## config.mk

```make
export PLATFORM = sky130hd
export DESIGN_NAME = uc_seq
export DESIGN_NICKNAME = d
export VERILOG_FILES = /design/src/rtl/uc_seq.sv
export SDC_FILE = /design/constraint.sdc
export NUM_CORES = 1
export LEC_CHECK = 0
export ABC_CLOCK_PERIOD_IN_PS = 1420
export BUFFER_PORTS_ARGS = -buffer_cell sky130_fd_sc_hd__buf_4
export CAP_MARGIN = 20
export CORE_ASPECT_RATIO = 1.1
export CORE_MARGIN = 2
export CORE_UTILIZATION = 44
export DETAILED_ROUTE_END_ITERATION = 12
export GPL_ROUTABILITY_DRIVEN = 1
export PLACE_DENSITY = 0.81
export SLEW_MARGIN = 20
export SYNTH_ARGS = -nofsm -noshare
export SYNTH_HDL_FRONTEND = slang
export SYNTH_SLANG_ARGS = --single-unit
```

## constraint.sdc

```tcl
create_clock -name clk -period 1.42 [get_ports clk]
set_input_delay 0.426 -clock clk [delete_from_list [all_inputs] [get_ports clk]]
set_output_delay 0.426 -clock clk [all_outputs]
set_load 0.1 [all_outputs]
```

## src/rtl/uc_seq.sv

```systemverilog
// uc_seq: control unit for the micro-core.
// Combinational decode in RUN, plus a RUN/HALT FSM with a sticky illegal flag and a retire counter.
module uc_seq (
   input  logic        clk,
   input  logic        reset,
   input  logic [5:0]  opcode,
   input  logic        z,
   output logic        s_inc,
   output logic        s_abs,
   output logic        s_inm,
   output logic        we3,
   output logic        wez,
   output logic [2:0]  op,
   output logic        halted,
   output logic        illegal,
   output logic [15:0] icount
);

   localparam logic [0:0] RUN  = 1'b0;
   localparam logic [0:0] HALT = 1'b1;

   logic [0:0]  state_q, state_d;
   logic        illegal_q, illegal_d;
   logic [15:0] icount_q, icount_d;

   logic [3:0]  dec;
   logic        jmp, stop, bad;
   logic        unused_lo;

   assign dec       = opcode[5:2];
   assign unused_lo = ^opcode[1:0];

   always_comb begin
      s_inc = 1'b1;
      s_abs = 1'b0;
      s_inm = 1'b0;
      we3   = 1'b0;
      wez   = 1'b0;
      op    = 3'b000;
      jmp   = 1'b0;
      stop  = 1'b0;
      bad   = 1'b0;
      if (!reset) begin
         jmp = 1'b0;
      end else if (state_q == HALT) begin
         jmp = 1'b1;
      end else begin
         unique case (1'b1)
            dec[3]: begin
               op  = dec[2:0];
               we3 = 1'b1;
               wez = 1'b1;
            end
            (dec == 4'b0000): begin
               s_inm = 1'b1;
               we3   = 1'b1;
            end
            (dec == 4'b0001): jmp = 1'b1;
            (dec == 4'b0010): jmp = z;
            (dec == 4'b0011): jmp = ~z;
            (dec == 4'b0100): s_inc = 1'b0;
            (dec == 4'b0101): begin
               jmp  = 1'b1;
               stop = 1'b1;
            end
            default: begin
               jmp = 1'b1;
               bad = 1'b1;
            end
         endcase
      end
      // Jump to the absolute field; HALT and illegal spin on their own address.
      if (jmp) begin
         s_inc = 1'b0;
         s_abs = 1'b1;
      end
   end

   always_comb begin
      state_d   = state_q;
      illegal_d = illegal_q;
      icount_d  = icount_q;
      if (state_q == RUN) begin
         if (icount_q != 16'hFFFF) icount_d = icount_q + 16'd1;
         if (stop || bad) state_d = HALT;
         if (bad) illegal_d = 1'b1;
      end
   end

   always_ff @(posedge clk or negedge reset) begin
      if (!reset) begin
         state_q   <= RUN;
         illegal_q <= 1'b0;
         icount_q  <= 16'd0;
      end else begin
         state_q   <= state_d;
         illegal_q <= illegal_d;
         icount_q  <= icount_d;
      end
   end

   assign halted  = (state_q == HALT);
   assign illegal = illegal_q;
   assign icount  = icount_q;

endmodule
```

==> impl_metrics.csv, run 1 <==
group,metric,value,unit
run_status,status,"aborted with a tool error",
run_status,stop_stage,"clock tree synthesis",
run_status,firstError,"[ERROR DPL-0038] Utilization greater than 100%, impossible to legalize",
logic_synthesis,yosys_warnings,0,
clocking,clockBufferDepth,2,
placement,numPortBuffers,32,
logic_synthesis,seq_area_frac_synth,0.429,
logic_synthesis,postSynthAreaPerCell,9.47,µm²
logic_synthesis,synth-seq-cells,18,
die,die_w,50.6,µm
logic_synthesis,yosysTopAreaCellShare,0.429,
clocking,ctsHtreeMaxLevel,1,
die,initial_core_util,0.467,
clocking,cts_hold_buf,0,
logic_synthesis,yosysTopAreaCell,"dfrtp_1",
die,die_y,55.3,µm
die,num_rows,18,
clocking,post_cts_buffers,32,
logic_synthesis,ys_async_sr_fraction,1.00,
clocking,cts_inserted_buffers,3,
placement,dpl_worst_slack,-534,ps
placement,place.gp.congestion,0.914,
logic_synthesis,synth.area.top_cells,"dfrtp_1 (43%), xor2_1 (5.8%), nand2_1 (4.3%)",
logic_synthesis,synth_edf_count,0,
logic_synthesis,synth_ff_type,"dfrtp_1",
placement,hpwl,2590,µm
die,ios,35,
logic_synthesis,netlist_area,1050,µm²
logic_synthesis,postSynthCellCount,111,
clocking,cts-root-buf,"clkbuf_4",
logic_synthesis,synth.distinct_cells,38,
logic_synthesis,synth_fp_nets,121,
clocking,cts_resized,108,
clocking,cts_sinks,18,
-- synthesized netlist by cell type (2+ instances only) --
cell type  count
a21oi_1        7
and2_1         2
and3_1         4
dfrtp_1       18
inv_1          3
nand2_1       12
nand3_1        8
nand4_1        2
nor2_1        12
nor2b_1        2
nor3_1         3
nor4_1         4
o21ai_0        2
or2_2          2
xor2_1         7
-- cell families after synthesis --
group	Yosys count	share of synthesized area
and+or+nand+nor	62	0.362
DFF	18	0.429
AOI/OAI and AO/OA	15	0.0857
xor gates and xnor gates	7	0.0583
buffers and inverters	5	0.0190
muxes	3	0.0345
adders and majority gates	1	0.0119
-- metrics by stage --
step                      cells  hold WS, ps  cell area (µm²)
after detailed placement    213          475             1850
after global placement      213          475             1850
after floorplan             111          130             1270
==> run 2: changes to the inputs <==
- ABC_CLOCK_PERIOD_IN_PS: 1420 -> 1800
- CORE_AREA: unset -> 2 2 63 65
- CORE_ASPECT_RATIO: 1.1 -> unset
- CORE_MARGIN: 2 -> unset
- CORE_UTILIZATION: 44 -> unset
- DIE_AREA: unset -> 0 0 65 67
- PLACE_DENSITY: 0.81 -> unset
- PLACE_DENSITY_LB_ADDON: unset -> 0.15
- clock period: 1.42 -> 1.8 ns (I/O delays scaled with it)
==> impl_metrics.csv, run 2 <==
group,metric,value,unit
drt,vias,1005,
grt,grt_pass1_vias,994,
grt,grt_util_all_layers,0.149,
logic_synthesis,yosysMostFrequentCell,"dfrtp_1",
timing,maxSlewHeadroom,0.735,
clocking,cts-root-buf,"clkbuf_8",
layout,area_delta_synth_final,68.8,%
power_and_ir_drop,total_power,0.000828,W
drt,drc_errors,0,
setup_path,cp-start-kind,"input pin",
power_and_ir_drop,irDropWorstVdd,0.263,mV
clocking,cts_tree,"built",
layout,final_cells,208,
logic_synthesis,synth.distinct_cells,38,
clocking,clockBufferDepth,2,
logic_synthesis,postSynthCellCount,111,
die,ios,35,
logic_synthesis,yosys.area_share.simple,0.362,
drt,vias_per_cell,4.83,
timing,worst_pin_slew,395,ps
grt,grt_overflow_total,0,
clocking,clkTransAtPathRegs,70,ps
run_status,violations,"setup timing",
layout,final_common_cell,"buf_4",
logic_synthesis,synth_common_cells,"dfrtp_1 (18), nand2_1 (12), nor2_1 (12)",
logic_synthesis,postSynthAreaPerCell,9.47,µm²
timing,timing.final.ws_setup,-213,ps
timing,hold_slack,391,ps
power_and_ir_drop,p_leak,0.808,nW
logic_synthesis,synth_ff_type,"dfrtp_1",
logic_synthesis,yosysTopAreaCell,"dfrtp_1",
logic_synthesis,synth-seq-cells,18,
timing,finalCritPeriodShare,1.12,
placement,numPortBuffers,32,
setup_path,critical_path.max_fanout,2,
setup_path,critPathRequiredTime,1260,ps
logic_synthesis,synth_compound_area_frac,0.0857,
timing,fmax,497,MHz
clocking,ctsHtreeMaxLevel,1,
grt,grt_max_degree,20,
die,dieArea,4360,µm²
clocking,cts_hold_buf,0,
logic_synthesis,ys_async_sr_fraction,1.00,
drt,wirelength,2870,µm
clocking,clock_latency,250,ps
timing,hold_viol,0,
worst_hold_path,hold_path_class,"input pin to async pin",
timing,slew_viol_final,0,
power_and_ir_drop,powerDensity,467,nW/µm²
timing,setup_tns,-1110,ps
logic_synthesis,netlist_area,1050,µm²
placement,place.gp.congestion,0.787,
logic_synthesis,synth_fp_nets,121,
clocking,cts_sinks,18,
grt,grt_pass1_wl,4900,µm
drt,post_drt_wl_per_cell,13.8,µm
layout,layout_common_cells,"buf_4 (35), nor2_1 (11), dfrtp_2 (11)",
job,drv_cap,0,
setup_path,path_class,"input pin to output pin",
layout,nets,171,
run_status,status,"finished with violations",
drt,drtIter0Drc,48,
layout,drive_gt1_frac,0.613,
die,core_area,3610,µm²
die,num_rows,22,
logic_synthesis,yosys_warnings,0,
grt,antenna_found_initial,0,
placement,dpl_worst_slack,-359,ps
logic_synthesis,yosysTopAreaCellShare,0.429,
logic_synthesis,synth_top_family_by_area,"simple AND/OR/NAND/NOR gates",
timing,period_needed,2010,ps
layout,largest_reg_flops,16,
timing,finalSetupViolations,7,
timing,skew,1.19,ps
logic_synthesis,yosys.area_share.xor_xnor,0.0583,
logic_synthesis,seq_area_frac_synth,0.429,
die,die_w,65,µm
timing,rsz0062_at_grt,"true",
drt,dr.pass1.iters,4,
drt,ant_nets,0,
placement,placed_cells,200,
clocking,cts_inserted_buffers,3,
die,die_y,67,µm
setup_path,end_kind,"output pin",
layout,n_antenna_cell,0,
die,initial_core_util,0.291,
logic_synthesis,synthMuxAreaShare,0.0345,
setup_path,crit_arrival,1470,ps
logic_synthesis,synth.area.top_cells,"dfrtp_1 (43%), xor2_1 (5.8%), nand2_1 (4.3%)",
logic_synthesis,synth_fa_ha_area_frac,0.0119,
logic_synthesis,synth_edf_count,0,
placement,hpwl,2060,µm
==> run 2: cell counts after synthesis <==
No cell type changed its count.
==> run 2: final timing paths <==
check | slack, ps | start | end | cells after the start
max in group asynchronous | 1190 | reset | icount[8] | 3
min in group clk | 480 | illegal | illegal | 1
worst min register to register | 480 | illegal | illegal | 1
worst max-delay path | -210 | z | s_abs | 6
worst min-delay path | 390 | reset | halted | 3
worst max register to register | 60 | halted | icount[15] | 5
==> run 2: power by group <==
group	switching, W	internal, W	total, W
logic	0.0000562	0.0000397	0.0000959
registers	0.000000308	0.000404	0.000405
clock network	0.000134	0.000194	0.000328
==> run 2: timing repair <==
| item | in CTS | in global routing |
|---|---|---|
| pin swaps | 10 | 3 |
| buffers inserted | 1 | 3 |
| resized for setup | 35 | 7 |
| setup endpoints to repair | 9 | 10 |
==> run 2: worst max-delay path, cell delays in order <==
cell and delay, ps:
buf_6 90, or2_4 250, a21oi_4 140, nor3_4 60
o21a_2 210, buf_12 160
==> run 2: final cells by class <==
cell class	count	area, µm²
Clock buffer	4	55.1
Fill cell	339	1830
Inverter	3	11.3
Multi-Input combinational cell	88	693
Sequential cell	18	487
Tap cell	48	60.1
Timing Repair Buffer	47	468
==> run 2: cell families (layout without fill, tap and decap cells) <==
logic type / Yosys count / after routing
and+or+nand+nor: 62 / 62
DFF: 18 / 18
AOI/OAI and AO/OA: 15 / 15
xor gates and xnor gates: 7 / 7
buffers and inverters: 5 / 54
muxes: 3 / 3
adders and majority gates: 1 / 1
==> run 2: metal layers <==
| layer | vias up | track usage | wire (µm) |
|---|---|---|---|
| li1 | 497 | - | - |
| met1 | 481 | 0.193 | 1270 |
| met2 | 25 | 0.247 | 1440 |
| met3 | 2 | 0.0220 | 124 |
| met4 | 0 | 0.0638 | 33 |
| met5 | - | 0 | 0 |
==> run 2: metrics by stage <==
stage | util | instance area [µm²]
6_report | 0.492 | 1770
5_1_grt | 0.492 | 1770
4_1_cts | 0.475 | 1710
3_5_place_dp | 0.419 | 1510
3_3_place_gp | 0.419 | 1510
2_1_floorplan | - | 1150
(Power assumes the default switching activity.)
==> run 3: changes to the inputs <==
- GPL_TIMING_DRIVEN: unset -> 0
==> impl_metrics.csv, run 3 (synthesis gave the netlist of run 2 again) <==
group,metric,value,unit
drt,drtIter0Drc,35,
drt,post_drt_wl_per_cell,13.9,µm
drt,vias,971,
setup_path,cp-start-kind,"input pin",
die,num_rows,22,
clocking,cts-root-buf,"clkbuf_8",
layout,area_delta_synth_final,67.0,%
clocking,clkTransAtPathRegs,70,ps
power_and_ir_drop,total_power,0.000830,W
run_status,status,"finished with violations",
layout,final_common_cell,"buf_4",
grt,grt_pass1_wl,4570,µm
die,initial_core_util,0.291,
layout,layout_common_cells,"buf_4 (27), nand2_1 (11), nor2_1 (11), dfrtp_2 (11), buf_12 (8)",
drt,dr.pass1.iters,4,
clocking,ctsHtreeMaxLevel,1,
setup_path,end_kind,"output pin",
die,dieArea,4360,µm²
timing,fmax,487,MHz
clocking,clockBufferDepth,2,
power_and_ir_drop,pwr-share-clk,0.406,
timing,finalCritPeriodShare,1.14,
timing,slew_viol_final,0,
timing,worst_pin_slew,399,ps
clocking,cts_sinks,18,
timing,skew,5.33,ps
layout,drive_gt1_frac,0.597,
grt,antenna_found_initial,0,
drt,ant_nets,0,
placement,place.gp.congestion,0.743,
placement,placed_cells,191,
job,drv_cap,0,
timing,maxSlewHeadroom,0.733,
clocking,cts_tree,"built",
die,die_y,67,µm
power_and_ir_drop,powerDensity,473,nW/µm²
power_and_ir_drop,netSwitchingPower,0.000193,W
drt,wirelength,2810,µm
power_and_ir_drop,comb_power_share,0.107,
die,core_area,3610,µm²
clocking,cts_hold_buf,0,
power_and_ir_drop,sequentialPowerShare,0.487,
clocking,clock_latency,260,ps
drt,vias_per_cell,4.81,
clocking,cts_inserted_buffers,3,
layout,final_area,1760,µm²
power_and_ir_drop,p_sw_frac,0.233,
grt,grt_overflow_total,0,
timing,timing.final.ws_setup,-253,ps
layout,n_fill_cell,325,
timing,finalSetupViolations,8,
setup_path,critical_path.max_fanout,11,
placement,dpl_worst_slack,-520,ps
timing,rsz0062_at_grt,"true",
setup_path,path_class,"input pin to output pin",
worst_hold_path,hold_path_class,"input pin to async pin",
layout,final_cells,202,
setup_path,crit_arrival,1510,ps
grt,grt_max_degree,23,
grt,grt_util_all_layers,0.136,
die,ios,35,
power_and_ir_drop,p_int,0.000637,W
power_and_ir_drop,irDropWorstVdd,0.355,mV
placement,numPortBuffers,32,
placement,hpwl,1870,µm
layout,n_antenna_cell,0,
placement,dpl_cell_area,1450,µm²
layout,nets,165,
die,die_w,65,µm
layout,largest_reg_flops,16,
drt,drc_errors,0,
setup_path,critPathRequiredTime,1260,ps
power_and_ir_drop,p_leak,0.810,nW
grt,grt_pass1_vias,993,
timing,hold_viol,0,
timing,period_needed,2050,ps
run_status,violations,"setup timing",
## run 3: final timing paths
kind	from	end	slack [ps]	cells after the start
setup / recovery	reset	we3	-250	6
max in group asynchronous	reset	halted	1580	1
hold reg to reg	illegal	illegal	470	1
hold / removal	reset	icount[6]	60	1
min in group clk	illegal	illegal	470	1
setup reg to reg	halted	icount[13]	50	5
## run 3: power groups by stage
stage	logic, W	clock network, W	registers [W]
after floorplan	0.0000290	0	0.000417
after detailed placement	0.0000647	0	0.000413
final	0.0000887	0.000337	0.000405
after CTS	0.0000815	0.000352	0.000404
after global placement	0.0000640	0	0.000413
after global routing	0.0000946	0.000369	0.000405
## run 3: metal layers
layer  up-vias  GRT usage  part of all wire
li1        485          -                 -
met1       456      0.168              0.44
met2        28      0.241              0.51
met3         2     0.0321             0.052
met4         0     0.0239            0.0043
met5         -          0                 0
## run 3: area by class of cell
class	count	area [µm²]	share of cell area
multi-input cells	88	686	0.391
flip-flops and latches	18	487	0.277
repair buffers	39	438	0.249
well taps	48	60.1	0.0342
clock buffers	4	55.1	0.0314
plain buffers	2	18.8	0.0107
inverters	3	11.3	0.00641
## run 3: critical path, cell delays in order
cell and delay [ps]:
buf_16 130, nor2b_4 130, buf_4 130, and2_4 160
or2_4 240, buf_12 170
## run 3: what timing repair did
item,4_1_cts,5_1_grt
pin swaps,7,4
buffers inserted,3,3
resized for setup,39,4
setup endpoints to repair,8,11
gates cloned,0,1
## run 3: through the flow
step	hold WS, ps	util	TNS, ps
global placement	451	0.401	-2870
detailed placement	452	0.401	-2940
global route	49.5	0.487	-1860
CTS	83.1	0.468	-1100
finish	63.0	0.487	-1430
floorplan	244	-	-2170
==> run 4: changes to the inputs <==
- CAP_MARGIN: 20 -> unset
- CTS_CLUSTER_SIZE: unset -> 16
- PLACE_DENSITY: unset -> 0.6
- PLACE_DENSITY_LB_ADDON: 0.15 -> unset
==> impl_metrics.csv, run 4 (synthesis gave the netlist of run 2 again) <==
group,metric,value,unit
setup_path,timing.rr.end,"icount[15]",
worst_hold_path,hold_path_class,"input pin to async pin",
clocking,clock_latency,260,ps
timing,maxSlewHeadroom,0.731,
die,core_area,3610,µm²
clocking,clockBufferDepth,2,
placement,dpl_worst_slack,-521,ps
layout,largest_reg_flops,16,
setup_path,critPathRequiredTime,1260,ps
layout,area_delta_synth_final,63.1,%
power_and_ir_drop,p_leak,0.787,nW
placement,numPortBuffers,32,
setup_path,worst_path_largest_cell_delay,260,ps
drt,post_drt_wl_per_cell,13.6,µm
grt,grt_overflow_total,0,
layout,n_antenna_cell,0,
setup_path,path_cells,"buf_12 -> nor2b_4 -> and2_2 -> or2_4 -> buf_12",
clocking,cts_inserted_buffers,3,
power_and_ir_drop,total_power,0.000821,W
clocking,clkTransAtPathRegs,70,ps
timing,hold_viol,0,
setup_path,cp_slowest_cell,"or2_4",
layout,drive_gt1_frac,0.605,
layout,nets,163,
timing,finalSetupViolations,8,
job,drv_cap,0,
timing,slew_viol_final,0,
setup_path,path_class,"input pin to output pin",
layout,final_common_cell,"buf_4",
drt,vias_per_cell,4.93,
power_and_ir_drop,powerDensity,479,nW/µm²
grt,grt_pass1_wl,4720,µm
drt,wirelength,2720,µm
timing,worst_pin_slew,402,ps
die,die_w,65,µm
setup_path,timing.critical_path.buf_inv,2,
placement,place.gp.congestion,0.831,
power_and_ir_drop,irDropWorstVdd,0.225,mV
setup_path,end_kind,"output pin",
drt,drtIter0Drc,48,
setup_path,cp-start-kind,"input pin",
clocking,cts_sinks,18,
setup_path,path_depth,5,
grt,grt_max_degree,23,
setup_path,critical_path.max_fanout,22,
run_status,status,"finished with violations",
drt,ant_nets,0,
timing,hold_slack,84.2,ps
setup_path,cpMostUsedCell,"buf_12",
timing,rsz0062_at_grt,"true",
run_status,violations,"setup timing",
setup_path,r2r-start,"halted",
grt,antenna_found_initial,0,
timing,timing.final.ws_setup,-224,ps
die,dieArea,4360,µm²
die,initial_core_util,0.291,
drt,dr.pass1.iters,4,
timing,fmax,494,MHz
placement,hpwl,1900,µm
setup_path,crit_arrival,1480,ps
drt,drc_errors,0,
clocking,ctsHtreeMaxLevel,1,
setup_path,r2r_cells,5,
die,ios,35,
setup_path,r2r_setup_slack,90,ps
die,num_rows,22,
clocking,cts-root-buf,"clkbuf_8",
clocking,cts_tree,"built",
grt,grt_util_all_layers,0.140,
clocking,cts_hold_buf,0,
timing,period_needed,2020,ps
timing,skew,0.515,ps
timing,finalCritPeriodShare,1.12,
grt,grt_pass1_vias,1034,
setup_path,cp_top_family,"simple AND/OR/NAND/NOR gates",
die,die_y,67,µm
layout,layout_common_cells,"buf_4 (25), nor2_1 (11), dfrtp_2 (11)",
drt,vias,986,
-- run 4: power breakdown --
group	switching, W	internal [W]	leakage (nW)
registers	0.000000345	0.000404	0.218
logic	0.0000485	0.0000308	0.540
clock network	0.000142	0.000195	0.0288
-- run 4: through the flow --
stage               utilization  TNS (ps)  cell area (µm²)  instances
CTS                       0.461     -1180             1660        199
detailed placement        0.401     -2870             1450        191
finish                    0.475     -1180             1710        200
floorplan                     -     -2170             1150        111
global route              0.475     -1570             1710        200
global placement          0.401     -2840             1450        191
-- run 4: layer usage --
metal / up-vias / wire, µm / track usage
li1: 479 / - / -
met1: 470 / 1120 / 0.165
met3: 5 / 167 / 0.0321
met4: 0 / 48 / 0.0559
met5: - / 0 / 0
met2: 32 / 1390 / 0.246
-- run 4: worst reg2reg max path, delay by kind of cell, from the launching register on --
kind | cells | cell delay (ps)
multiplexers | 1 | 320
flip-flops | 1 | 500
buffers and inverters | 1 | 160
AND/OR/NAND/NOR | 3 | 610
-- run 4: how the worst max path moves through the flow --
stage           start     to  slack (ps)
3_5_place_dp    reset    we3        -520
5_1_grt        halted    we3        -280
4_1_cts             z  s_abs        -210
6_report        reset    we3        -220
2_1_floorplan  halted    we3        -900
3_3_place_gp    reset    we3        -500
-- run 4: cell type report --
class                   instances  area [µm²]
plain buffers                   2        18.8
fillers                       343        1890
flip-flops and latches         18         487
inverters                       3        11.3
repair buffers                 37         402
multi-input cells              88         681
clock buffers                   4        55.1
well taps                      48        60.1
-- run 4: repair_timing --
| item | in CTS | in global routing |
|---|---|---|
| hold endpoints to repair | 0 | 0 |
| pin swaps | 7 | 2 |
| setup buffers | 4 | 1 |
| setup endpoints to repair | 8 | 11 |
| resized for setup | 34 | 8 |
